--- src/rtl/turbo_pkg.sv ---
// rtl/turbo_pkg.sv - turbo encoder shared types, defaults and 4-state RSC trellis
package turbo_pkg;

    typedef enum logic [1:0] {
        ST_IDLE,
        ST_LOAD,
        ST_ENC,
        ST_TAIL
    } turbo_state_e;

    localparam int DEF_BLOCK_SIZE = 21;
    localparam int DEF_INTLV_STEP = 5;

    localparam int SYS  = 2;
    localparam int PAR1 = 1;
    localparam int PAR2 = 0;

    // State s = [s1 s0]; feedback a = u ^ s0 is both the parity and the new s1.
    function automatic logic [1:0] rsc_next(input logic [1:0] s, input logic u);
        return {u ^ s[0], s[1]};
    endfunction

    function automatic logic rsc_par(input logic [1:0] s, input logic u);
        return u ^ s[0];
    endfunction

endpackage

--- src/rtl/rsc_encoder.sv ---
// rtl/rsc_encoder.sv - one recursive systematic constituent encoder with tail forcing
module rsc_encoder
    import turbo_pkg::*;
(
    input  logic       clk_p_i,
    input  logic       reset_n_i,
    input  logic       u,
    input  logic       adv,
    input  logic       term,
    input  logic       clr,
    output logic       parity,
    output logic       tail_u,
    output logic [1:0] state
);

    logic [1:0] state_q;
    logic       u_eff;

    // Feeding u = s0 zeroes the feedback, flushing the register in two steps.
    assign u_eff  = term ? state_q[0] : u;
    assign parity = rsc_par(state_q, u_eff);
    assign tail_u = state_q[0];
    assign state  = state_q;

    always_ff @(posedge clk_p_i or negedge reset_n_i) begin
        if (!reset_n_i) begin
            state_q <= 2'b00;
        end else if (clr) begin
            state_q <= 2'b00;
        end else if (adv) begin
            state_q <= rsc_next(state_q, u_eff);
        end
    end

endmodule

--- src/rtl/turbo_encoder.sv ---
// rtl/turbo_encoder.sv - rate-1/3 turbo encoder top; TURBO_TERM_EN adds two trellis tail symbols
module turbo_encoder
    import turbo_pkg::*;
#(
    parameter int BLOCK_SIZE = DEF_BLOCK_SIZE,
    parameter int INTLV_STEP = DEF_INTLV_STEP,
    parameter int CNT_W      = 5
) (
    input  logic       clk_p_i,
    input  logic       reset_n_i,
    input  logic       bit_i,
    input  logic       bit_valid_i,
    output logic       bit_ready_o,
    output logic [2:0] data_o,
    output logic       data_valid_o,
    input  logic       data_ready_i,
    output logic       tail_o,
    output logic       last_o
);

    localparam logic [CNT_W-1:0] LAST_IDX = CNT_W'(BLOCK_SIZE - 1);
`ifdef TURBO_TERM_EN
    localparam logic [CNT_W-1:0] LAST_SYM = CNT_W'(BLOCK_SIZE + 1);
`endif

    turbo_state_e          state_q, state_d;
    logic                  run_q;
    logic [BLOCK_SIZE-1:0] bit_buf_q;
    logic [CNT_W-1:0]      wr_cnt_q, sym_cnt_q, rd_idx_q, rd_idx_next;
    logic [CNT_W:0]        rd_sum, rd_wrap;

    logic is_enc, is_tail, in_hs, out_hs, load_done, enc_last;
    logic u1, u2, par1, par2, tail_u1, tail_u2, rsc_clr;
    logic [1:0] rsc1_state, rsc2_state;
    logic unused_sig;

    assign is_enc    = (state_q == ST_ENC);
    assign is_tail   = (state_q == ST_TAIL);
    assign in_hs     = bit_valid_i & bit_ready_o;
    assign out_hs    = data_valid_o & data_ready_i;
    assign load_done = in_hs & (state_q == ST_LOAD) & (wr_cnt_q == LAST_IDX);
    assign enc_last  = is_enc & (sym_cnt_q == LAST_IDX);

    // run_q keeps bit_ready_o low while reset is held and for the first edge after.
    assign bit_ready_o  = run_q & ((state_q == ST_IDLE) | (state_q == ST_LOAD));
    assign data_valid_o = is_enc | is_tail;

`ifdef TURBO_TERM_EN
    assign tail_o = is_tail;
    assign last_o = is_tail & (sym_cnt_q == LAST_SYM);
`else
    assign tail_o = 1'b0;
    assign last_o = enc_last;
`endif

    assign u1 = bit_buf_q[sym_cnt_q];
    assign u2 = bit_buf_q[rd_idx_q];

    // Interleaver address pi(k+1) = pi(k) + P, folded once since both terms are < BLOCK_SIZE.
    assign rd_sum      = {1'b0, rd_idx_q} + (CNT_W+1)'(INTLV_STEP);
    assign rd_wrap     = (rd_sum >= (CNT_W+1)'(BLOCK_SIZE)) ? rd_sum - (CNT_W+1)'(BLOCK_SIZE) : rd_sum;
    assign rd_idx_next = rd_wrap[CNT_W-1:0];

    assign rsc_clr = out_hs & last_o;

    rsc_encoder u_rsc1 (
        .clk_p_i   (clk_p_i),
        .reset_n_i (reset_n_i),
        .u         (u1),
        .adv       (out_hs),
        .term      (is_tail),
        .clr       (rsc_clr),
        .parity    (par1),
        .tail_u    (tail_u1),
        .state     (rsc1_state)
    );

    rsc_encoder u_rsc2 (
        .clk_p_i   (clk_p_i),
        .reset_n_i (reset_n_i),
        .u         (u2),
        .adv       (out_hs),
        .term      (is_tail),
        .clr       (rsc_clr),
        .parity    (par2),
        .tail_u    (tail_u2),
        .state     (rsc2_state)
    );

    assign unused_sig = ^{tail_u2, rsc1_state, rsc2_state, rd_wrap[CNT_W]};

    always_comb begin
        data_o = 3'b000;
        if (is_enc) begin
            data_o[SYS]  = u1;
            data_o[PAR1] = par1;
            data_o[PAR2] = par2;
        end else if (is_tail) begin
            data_o[SYS]  = tail_u1;
            data_o[PAR1] = par1;
            data_o[PAR2] = par2;
        end
    end

    always_comb begin
        state_d = state_q;
        case (state_q)
            ST_IDLE: if (in_hs) state_d = ST_LOAD;
            ST_LOAD: if (load_done) state_d = ST_ENC;
            ST_ENC: begin
                if (out_hs && enc_last) begin
`ifdef TURBO_TERM_EN
                    state_d = ST_TAIL;
`else
                    state_d = ST_IDLE;
`endif
                end
            end
            ST_TAIL: if (out_hs && last_o) state_d = ST_IDLE;
            default: state_d = ST_IDLE;
        endcase
    end

    always_ff @(posedge clk_p_i or negedge reset_n_i) begin
        if (!reset_n_i) begin
            state_q   <= ST_IDLE;
            run_q     <= 1'b0;
            bit_buf_q <= '0;
            wr_cnt_q  <= '0;
            sym_cnt_q <= '0;
            rd_idx_q  <= '0;
        end else begin
            state_q <= state_d;
            run_q   <= 1'b1;
            if (in_hs) begin
                bit_buf_q[wr_cnt_q] <= bit_i;
                wr_cnt_q            <= (wr_cnt_q == LAST_IDX) ? '0 : wr_cnt_q + CNT_W'(1);
            end
            if (load_done) begin
                sym_cnt_q <= '0;
                rd_idx_q  <= '0;
            end else if (out_hs) begin
                sym_cnt_q <= last_o ? '0 : sym_cnt_q + CNT_W'(1);
                if (is_enc) rd_idx_q <= rd_idx_next;
            end
        end
    end

endmodule

--- config.mk ---
export PLATFORM = sky130hd
export DESIGN_NAME = turbo_encoder
export DESIGN_NICKNAME = d
export VERILOG_FILES = /design/src/rtl/turbo_pkg.sv /design/src/rtl/rsc_encoder.sv /design/src/rtl/turbo_encoder.sv
export SDC_FILE = /design/constraint.sdc
export NUM_CORES = 1
export LEC_CHECK = 0
export BUFFER_PORTS_ARGS = -buffer_cell sky130_fd_sc_hd__buf_2
export CORE_MARGIN = 8
export CORE_UTILIZATION = 44
export CTS_BUF_LIST = sky130_fd_sc_hd__clkbuf_4
export DETAILED_ROUTE_END_ITERATION = 10
export PLACE_DENSITY = 0.65
export SLEW_MARGIN = 20
export SYNTH_ARGS = -nofsm -noshare
export SYNTH_HDL_FRONTEND = slang
export SYNTH_HIERARCHICAL = 1
export SYNTH_SLANG_ARGS = --single-unit
--- constraint.sdc ---
create_clock -name clk_p_i -period 3 [get_ports clk_p_i]
set_input_delay 0.6 -clock clk_p_i [delete_from_list [all_inputs] [get_ports clk_p_i]]
set_output_delay 0.6 -clock clk_p_i [all_outputs]
set_load 0.01 [all_outputs]
# Yosys cells after proc, flatten, opt, wreduce, memory -nomap -nowiden
# Index checks and enable logic that the tools add are counted.
# W data, S select, Z words.
[classes] muxes=27 n_eq_ne=8 bitwise=11 addsub=4 magnitude_cmp=5 reduce_logical=9
[ops] cell="$mux W5" n=8
[ops] cell="$bwmux W21" n=1
[ops] cell="$lt A5 B6 Y1 const B" n=3
[ops] cell="$mux W2" n=7
[ops] cell="$add A5 B1 Y5 const B" n=2
[ops] cell="$bmux W1 S5" n=2
[ops] cell="$eq A5 B5 Y1 const B" n=2
[ops] cell="$and A1 B1 Y1" n=7
[ops] cell="$add A5 B3 Y6 const B" n=1
[ops] cell="$ge A6 B5 Y1 const B" n=1
[ops] cell="$mux W3" n=2
[ops] cell="$pmux W2 S3" n=1
[ops] cell="$reduce_bool A2 Y1" n=3
[ops] cell="$demux W1 S5" n=1
[ops] cell="$ge A5 B1 Y1 const B" n=1
[ops] cell="$mux W1" n=5
[ops] cell="$sub A5 B5 Y5 const B" n=1
[ops] cell="$eq A2 B2 Y1 const B" n=2
[ops] cell="$ne A2 B2 Y1 const B" n=2
[ops] cell="$reduce_and A3 Y1" n=1
[ops] cell="$eq A2 B1 Y1 const B" n=1
[ops] cell="$logic_and A1 B1 Y1" n=2
[ops] cell="$logic_not A2 Y1" n=1
[ops] cell="$ne A2 B1 Y1 const B" n=1
[ops] cell="4 further kinds" n=6
[word_totals] ff_bits=43 input_bits=5

# Logic depth before layout (Yosys ltp)
# Gate-level depths: netlist (run 1).
[logic_depth] word_depth=8 depth_mapped=9 mapped_depth_nobuf=8

# Hierarchy
# The synthesis (run 1) kept the hierarchy.
[by_module_without_submodules] mod="turbo_encoder" cells_per_inst=252 area_each_um2=2511.2 seq_area_each_um2=975.9 instances=1
[by_module_without_submodules] mod="rsc_encoder" cells_per_inst=10 area_each_um2=105.1 seq_area_each_um2=50.0 instances=2

# Worst setup path after synthesis (run 1)
# OpenSTA, ideal clock, no wires.
[synth_path] kind="register to output" start="register sym_cnt_q[0]" end="output data_o[1]" path_buffers=1 arrival_ps=1889 stages_incl_launch_ff=9 required_ps=2400 path_slack_ps=511 cell_sequence="dfrtp_1 buf_6 mux4_2 mux2_4 a21oi_2 o22ai_2 xnor2_1 nor2_1 and2_1"
[synth_between] elab_chain_cells=6
[synth_lines] element="start, declared" line="turbo_encoder.sv:29" text="logic [CNT_W-1:0] wr_cnt_q, sym_cnt_q, rd_idx_q, rd_idx_next;"
[synth_lines] element="start signal, assigned" line="turbo_encoder.sv:143" text="sym_cnt_q <= last_o ? '0 : sym_cnt_q + CNT_W'(1);"
[synth_lines] element="$bmux W1 S5 *" line="turbo_encoder.sv:56" text="assign u1 = bit_buf_q[sym_cnt_q];"
[synth_lines] element="$mux W1 (implied by the code) *" line="turbo_encoder.sv:56"
[synth_lines] element="named net u1" line="turbo_encoder.sv:33" text="logic u1, u2, par1, par2, tail_u1, tail_u2, rsc_clr;"
[synth_lines] element="$mux W1 *" line="rsc_encoder.sv:20" text="assign u_eff = term ? state_q[0] : u;"
[synth_lines] element="$xor A1 B1 Y1 *" line="turbo_pkg.sv:24" text="return u ^ s[0];"
[synth_lines] element="named net par1" line="turbo_encoder.sv:33"
[synth_lines] element="$mux W3" line="turbo_encoder.sv:98" text="end else if (is_tail) begin"
[synth_lines] element="$mux W3 *" line="turbo_encoder.sv:94" text="if (is_enc) begin"
[synth_lines] element="end, declared" line="turbo_encoder.sv:14" text="output logic [2:0] data_o,"
# Mark *: on every way through the listed nets, which the timed path passes. The rest lies on a longest branch. The select of a mux whose other input is x is not followed.

# Final worst setup path (run 1)
# Same ends and word-level chain as after synthesis.

==> reports/qor.csv, run 1 <==
stage,metric,value,unit
outcome,status,"finished, final reports clean",
setup_path,setup.worst_path.start_class,register,
power,power_per_cell_area,798.4,nW/um2
setup_path,cp_data_required_time,2.40,ns
global_routing,grt_antenna_before_repair,0,
cts,cts_tree,built,
sta,worst_slew_pin_slew,0.9570,ns
final_layout,insertedDiodeCount,0,
floorplanning,die_height,94.43,um
final_layout,fillerInstances,543,
floorplanning,fp.coreArea,5921,um2
setup_path,ff2ff_setup_slack,0.71,ns
route,detailroute.via_count,2034,
job,max_cap_viol_count,0,
floorplanning,area_enclosed_by_the_die_boundary,8916,um2
setup_path,worst_setup_path_end_kind,output pin,
yosys,cell_area_after_technology_mapping,2706,um2
route,post_drt_wl_per_cell,16.86,um
yosys,syn_area_per_cell,10.02,um2
setup_path,critical_path_peak_fanout,4,
floorplanning,design.portCount,12,
global_routing,gr-total-overflow,0,
cts,clk_root_buffer_cell,sky130_fd_sc_hd__clkbuf_4,
route,drt_first_pass_iters,4,
sta,timing.final.hold_violations,0,
setup_path,timing.setup.critical_path_class,reg2out,
sta,final_period_minus_worst_setup_slack,2.982,ns
placement,dp_worst_setup_slack,0.2470,ns
cts,cts_htree_levels,2,
route,drc,0,
sta,final_critical_path_setup_slack,0.01798,ns
yosys,yosys_warnings,6,
sta,fin_skew,0.01007,ns
global_routing,vias_in_the_first_global_route,2048,
power,peakVddDrop,0.3955,mV
final_layout,syn_to_final_growth,8.137,%
sta,whs,0.3672,ns
route,detail-route-antenna-nets,0,
yosys,synth_nets,283,
placement,port-buffer-count,10,
global_routing,globalRouteTotalUtil,0.1416,
floorplanning,row_count,28,
route,drtIter0Drc,97,
final_layout,final_net_count,285,
cts,clk_latency,0.37,ns
sta,maxSlewViolCount,0,
cts,cts_max_path_buffers,2,
global_routing,global_route_wire_length_before_repair,10.05,mm
setup_path,critPathSlowestCell,sky130_fd_sc_hd__mux4_2,
sta,timing.final.setup_violations,0,
floorplanning,floorplan.die.width,94.43,um
setup_path,worstPathCellList,"mux4_2, mux2_4, a21oi_2, o22ai_2, xnor2_2, nor2_1, and2_1, buf_2",
placement,final_hpwl_dp,4.051,mm
yosys,netlist_instances,270,
cts,cts_sinks,43,
setup_path,slowest_delay,0.51,ns
min_path,min-delay-path-class,in2async,
global_routing,grt_start_max_net_pins,44,
sta,max_freq,335.3,MHz
setup_path,critical_path_arrival,2.38,ns
route,finalWirelength,5.866,mm
sta,setup_repair_after_global_routing_missed_its_margin,true,
route,vias_per_cell,5.845,
final_layout,final_layout_size_suffix_gt1_frac,0.2711,
placement,routabilityCongestion,0.8015,
floorplanning,initial_utilization,0.4571,
sta,post-route-period-util,0.9940,
cts,cts-buffers-inserted,5,
sta,maxSlewHeadroom,0.3620,
power,p_leak,0.001246,uW
cts,clk_pin_slew_worst_paths,0.13,ns
-- critical path, delay by kind of cell, from the launching register on --
family / cells / cell delay, ns
xor+xnor: 1 / 0.17
flops: 1 / 0.46
compound gates: 2 / 0.25
buf+inv: 1 / 0.13
mux: 2 / 0.79
simple gates: 2 / 0.20
-- cells in the final DEF (no fill, tap or decap), types with 6 or more instances in the layout --
cell type	count
sky130_fd_sc_hd__o21ai_0	15
sky130_fd_sc_hd__nand3_1	22
sky130_fd_sc_hd__inv_1	15
sky130_fd_sc_hd__buf_2	10
sky130_fd_sc_hd__clkbuf_4	6
sky130_fd_sc_hd__dfrtp_1	40
sky130_fd_sc_hd__nand4_1	7
sky130_fd_sc_hd__nand2_1	13
sky130_fd_sc_hd__nor3_1	8
sky130_fd_sc_hd__ha_1	8
sky130_fd_sc_hd__mux2_2	22
sky130_fd_sc_hd__a21oi_1	8
sky130_fd_sc_hd__mux4_2	9
sky130_fd_sc_hd__nor2_1	17
-- metrics by stage --
| step | instances | setup TNS (ns) | utilization | cell area [um2] | power [uW] |
|---|---|---|---|---|---|
| floorplan | 270 | 0 | - | 2706 | 1584 |
| finish | 348 | 0 | 0.4943 | 2927 | 2337 |
| global placement | 338 | 0 | 0.4660 | 2759 | 1759 |
| global route | 348 | -0.09310 | 0.4943 | 2927 | 2499 |
| detailed placement | 338 | 0 | 0.4660 | 2759 | 1787 |
| CTS | 348 | 0 | 0.4869 | 2883 | 2290 |
-- sequential cells by signal (all words and copies together), names as in the netlist --
name	cells
run_q	1
u_rsc2/state	2
rd_idx_q	5
sym_cnt_q	5
state_q	2
wr_cnt_q	5
u_rsc1/state	2
bit_buf_q	21
-- routing by layer --
metal | part of all wire | wire [um] | GRT usage | up-vias
met5 | 0 | 0 | 0 | -
met4 | 0.016 | 94 | 0.05548 | 0
met3 | 0.046 | 267 | 0.02619 | 9
met2 | 0.49 | 2862 | 0.2294 | 41
met1 | 0.45 | 2641 | 0.1825 | 1008
li1 | - | - | - | 976
-- report_power, final --
group / switching, uW / internal, uW
clock: 197 / 269
combinational: 405 / 464
sequential: 232 / 769
-- final timing paths --
check	cells after the start	end	from
hold reg to reg	2	u_rsc1/state[0]	u_rsc1/state[1]
min in group clk_p_i	2	u_rsc1/state[0]	u_rsc1/state[1]
hold / removal	1	bit_buf_q[17]	reset_n_i
setup / recovery	8	data_o[1]	sym_cnt_q[0]
setup reg to reg	9	rd_idx_q[3]	rd_idx_q[0]
max in group asynchronous	1	rd_idx_q[1]	reset_n_i
-- final cells by class --
| class | instances | area (um2) | area share |
|---|---|---|---|
| multi-input combinational | 192 | 1491 | 0.5096 |
| inverter | 15 | 56.30 | 0.01924 |
| clock inverter | 2 | 60.06 | 0.02052 |
| clock buffer | 6 | 45.04 | 0.01539 |
| tap | 75 | 93.84 | 0.03206 |
| timing repair buffer | 15 | 100.1 | 0.03420 |
| sequential | 43 | 1080 | 0.3690 |
-- what timing repair did --
item                                    CTS  global route
resized for setup                         5            12
setup buffers                             2             0
pin swaps                                 3             6
endpoints found under the setup margin    2             2
hold endpoints to repair                  0             0
hold buffers                              0             0
(Power assumes the default switching activity.)
==> run 2, diff against run 1 <==
--- a/config.mk
+++ b/config.mk
@@ -9,6 +9,7 @@
 export CORE_MARGIN = 8
 export CORE_UTILIZATION = 44
 export CTS_BUF_LIST = sky130_fd_sc_hd__clkbuf_4
+export CTS_CLUSTER_SIZE = 20
 export DETAILED_ROUTE_END_ITERATION = 10
 export PLACE_DENSITY = 0.65
 export SLEW_MARGIN = 20
==> constraint.sdc (replaced) <==
create_clock -name clk_p_i -period 3.55 [get_ports clk_p_i]
set_input_delay 0.71 -clock clk_p_i [delete_from_list [all_inputs] [get_ports clk_p_i]]
set_output_delay 0.71 -clock clk_p_i [all_outputs]
set_load 0.01 [all_outputs]
==> run 2 against run 1 <==
Final cell count is 1.4% lower. Design area shrank 3.7%. Clock power down 34%. Register-to-register slack better by 0.52 ns. Worst setup slack improved by 0.15 ns. Critical endpoint unchanged. Largest power group unchanged. Highest routed layer unchanged.
==> reports/qor.csv, run 2 (synthesized netlist as in run 1, its figures left out) <==
stage,metric,value,unit
setup_path,cp_data_required_time,2.84,ns
cts,cts_sinks,43,
cts,clk_root_buffer_cell,sky130_fd_sc_hd__clkbuf_4,
outcome,status,"finished, final reports clean",
global_routing,grt_antenna_before_repair,0,
sta,fin_skew,0.006241,ns
placement,final_hpwl_dp,3.783,mm
route,vias_per_cell,5.717,
global_routing,use_met1,0.1774,
global_routing,global_route_wire_length_before_repair,9.660,mm
job,max_cap_viol_count,0,
cts,buffers_inserted_by_post_cts_timing_repair,0,
cts,cts_htree_levels,2,
final_layout,final_common_cell,sky130_fd_sc_hd__dfrtp_1,
min_path,min-delay-path-class,in2async,
placement,numPlacedInstances,336,
setup_path,critical_path_arrival,2.67,ns
power,power_per_cell_area,633.6,nW/um2
power,power,1786,uW
floorplanning,die_height,94.43,um
final_layout,postLayoutCoreUtil,0.4761,
sta,timing.final.hold_violations,0,
route,detailroute.via_count,1961,
cts,post_cts_resize_count,0,
final_layout,syn_to_final_growth,4.161,%
setup_path,setup.worst_path.start_class,register,
power,p_leak,0.001222,uW
setup_path,worst_setup_path_end_kind,output pin,
route,finalWirelength,5.416,mm
setup_path,timing.setup.critical_path_class,reg2out,
sta,max_freq,295.6,MHz
final_layout,layout_common_cells,"sky130_fd_sc_hd__dfrtp_1 (43), sky130_fd_sc_hd__nand3_1 (22), sky130_fd_sc_hd__mux2_2 (22)",
floorplanning,initial_utilization,0.4571,
route,drc,0,
sta,post-route-period-util,0.9529,
cts,hold_buffers,0,
cts,cts-buffers-inserted,5,
route,drtIter0Drc,94,
floorplanning,row_count,28,
setup_path,worstPathCellList,"mux4_1, mux2_4, a21oi_2, o22ai_2, xnor2_1, nor2_1, and2_1, buf_2",
cts,clk_latency,0.35,ns
floorplanning,design.portCount,12,
floorplanning,area_enclosed_by_the_die_boundary,8916,um2
setup_path,slowest_delay,0.65,ns
route,detail-route-antenna-nets,0,
final_layout,post_layout_nonfiller_instances,343,
global_routing,grt_start_max_net_pins,44,
sta,final_period_minus_worst_setup_slack,3.383,ns
global_routing,busiest_layer,met2,
global_routing,globalRouteTotalUtil,0.1339,
cts,cts_max_path_buffers,2,
global_routing,gr-total-overflow,0,
power,peakVddDrop,0.3379,mV
sta,maxSlewHeadroom,0.3600,
setup_path,critPathSlowestCell,sky130_fd_sc_hd__dfrtp_1,
route,drt_first_pass_iters,4,
final_layout,final_net_count,281,
sta,worst_slew_pin_slew,0.9600,ns
cts,cts_tree,built,
final_layout,largest_register,bit_buf_q,
final_layout,insertedDiodeCount,0,
cts,clk_pin_slew_worst_paths,0.12,ns
setup_path,critical_path_peak_fanout,12,
placement,port-buffer-count,10,
sta,maxSlewViolCount,0,
global_routing,met2_usage,0.2132,
placement,routabilityCongestion,0.7931,
floorplanning,floorplan.die.width,94.43,um
sta,finalSetupTns,0,ns
sta,timing.final.setup_violations,0,
global_routing,use_met3,0.02857,
sta,setup_repair_after_global_routing_missed_its_margin,false,
global_routing,vias_in_the_first_global_route,2021,
final_layout,final_layout_size_suffix_gt1_frac,0.1940,
final_layout,largest_register_ff_count,21,
route,post_drt_wl_per_cell,15.79,um
floorplanning,fp.coreArea,5921,um2
-- run 2: cell count changes in the layout (fill, tap and decap cells not counted), moves of 2 or more --
cell,previous run,this run
sky130_fd_sc_hd__buf_4,4,1
sky130_fd_sc_hd__a21oi_2,4,2
sky130_fd_sc_hd__nand2_2,5,0
sky130_fd_sc_hd__dfrtp_1,40,43
sky130_fd_sc_hd__dfrtp_2,3,0
sky130_fd_sc_hd__nand2_1,13,18
sky130_fd_sc_hd__a21oi_1,8,10
sky130_fd_sc_hd__mux4_2,9,6
sky130_fd_sc_hd__mux4_1,0,3
-- run 2: metrics by stage --
step | hold slack (ns) | setup slack [ns] | instance area (um2)
5_1_grt | 0.5559 | 0.02800 | 2819
3_3_place_gp | 0.5163 | 0.6091 | 2744
3_5_place_dp | 0.5209 | 0.5523 | 2744
4_1_cts | 0.5313 | 0.1587 | 2819
2_1_floorplan | 0.4144 | 0.9508 | 2706
6_report | 0.4955 | 0.1672 | 2819
-- run 2: metal layers --
metal / share of wire / routed length, um
met1: 0.49 / 2645
met2: 0.47 / 2546
met3: 0.032 / 173
met4: 0.0094 / 51
met5: 0 / 0
-- run 2: critical path: cells and delay by family (launching register included) --
| kind | cells | cell delay (ns) |
|---|---|---|
| AO/OA/AOI/OAI | 2 | 0.26 |
| XOR/XNOR | 1 | 0.20 |
| buffers and inverters | 1 | 0.13 |
| flip-flops | 1 | 0.65 |
| multiplexers | 2 | 0.91 |
| AND/OR/NAND/NOR | 2 | 0.19 |
-- run 2: final cells by class --
| cell class | count | area [um2] |
|---|---|---|
| Timing Repair Buffer | 11 | 57.56 |
| Clock buffer | 6 | 45.04 |
| Fill cell | 564 | 3102 |
| Multi-Input combinational cell | 192 | 1460 |
| Inverter | 15 | 56.30 |
| Clock inverter | 1 | 30.03 |
| Sequential cell | 43 | 1076 |
| Tap cell | 75 | 93.84 |
-- run 2: path summary, 6_finish.rpt --
kind                                 startpoint         endpoint  slack, ns  cells past startpoint
worst min-delay path                  reset_n_i       state_q[1]       0.50                      1
max in group asynchronous             reset_n_i     bit_buf_q[0]       2.45                      1
worst max-delay path               sym_cnt_q[0]        data_o[1]       0.17                      8
min in group clk_p_i            u_rsc2/state[1]  u_rsc2/state[0]       0.54                      2
worst max register to register      rd_idx_q[0]      rd_idx_q[3]       1.23                      8
worst min register to register  u_rsc2/state[1]  u_rsc2/state[0]       0.54                      2
-- run 2: power by group --
part | total (uW) | internal, uW | switching (uW)
Sequential | 851 | 648 | 202
Clock | 308 | 153 | 155
Combinational | 627 | 338 | 290
Total | 1790 | 1140 | 647
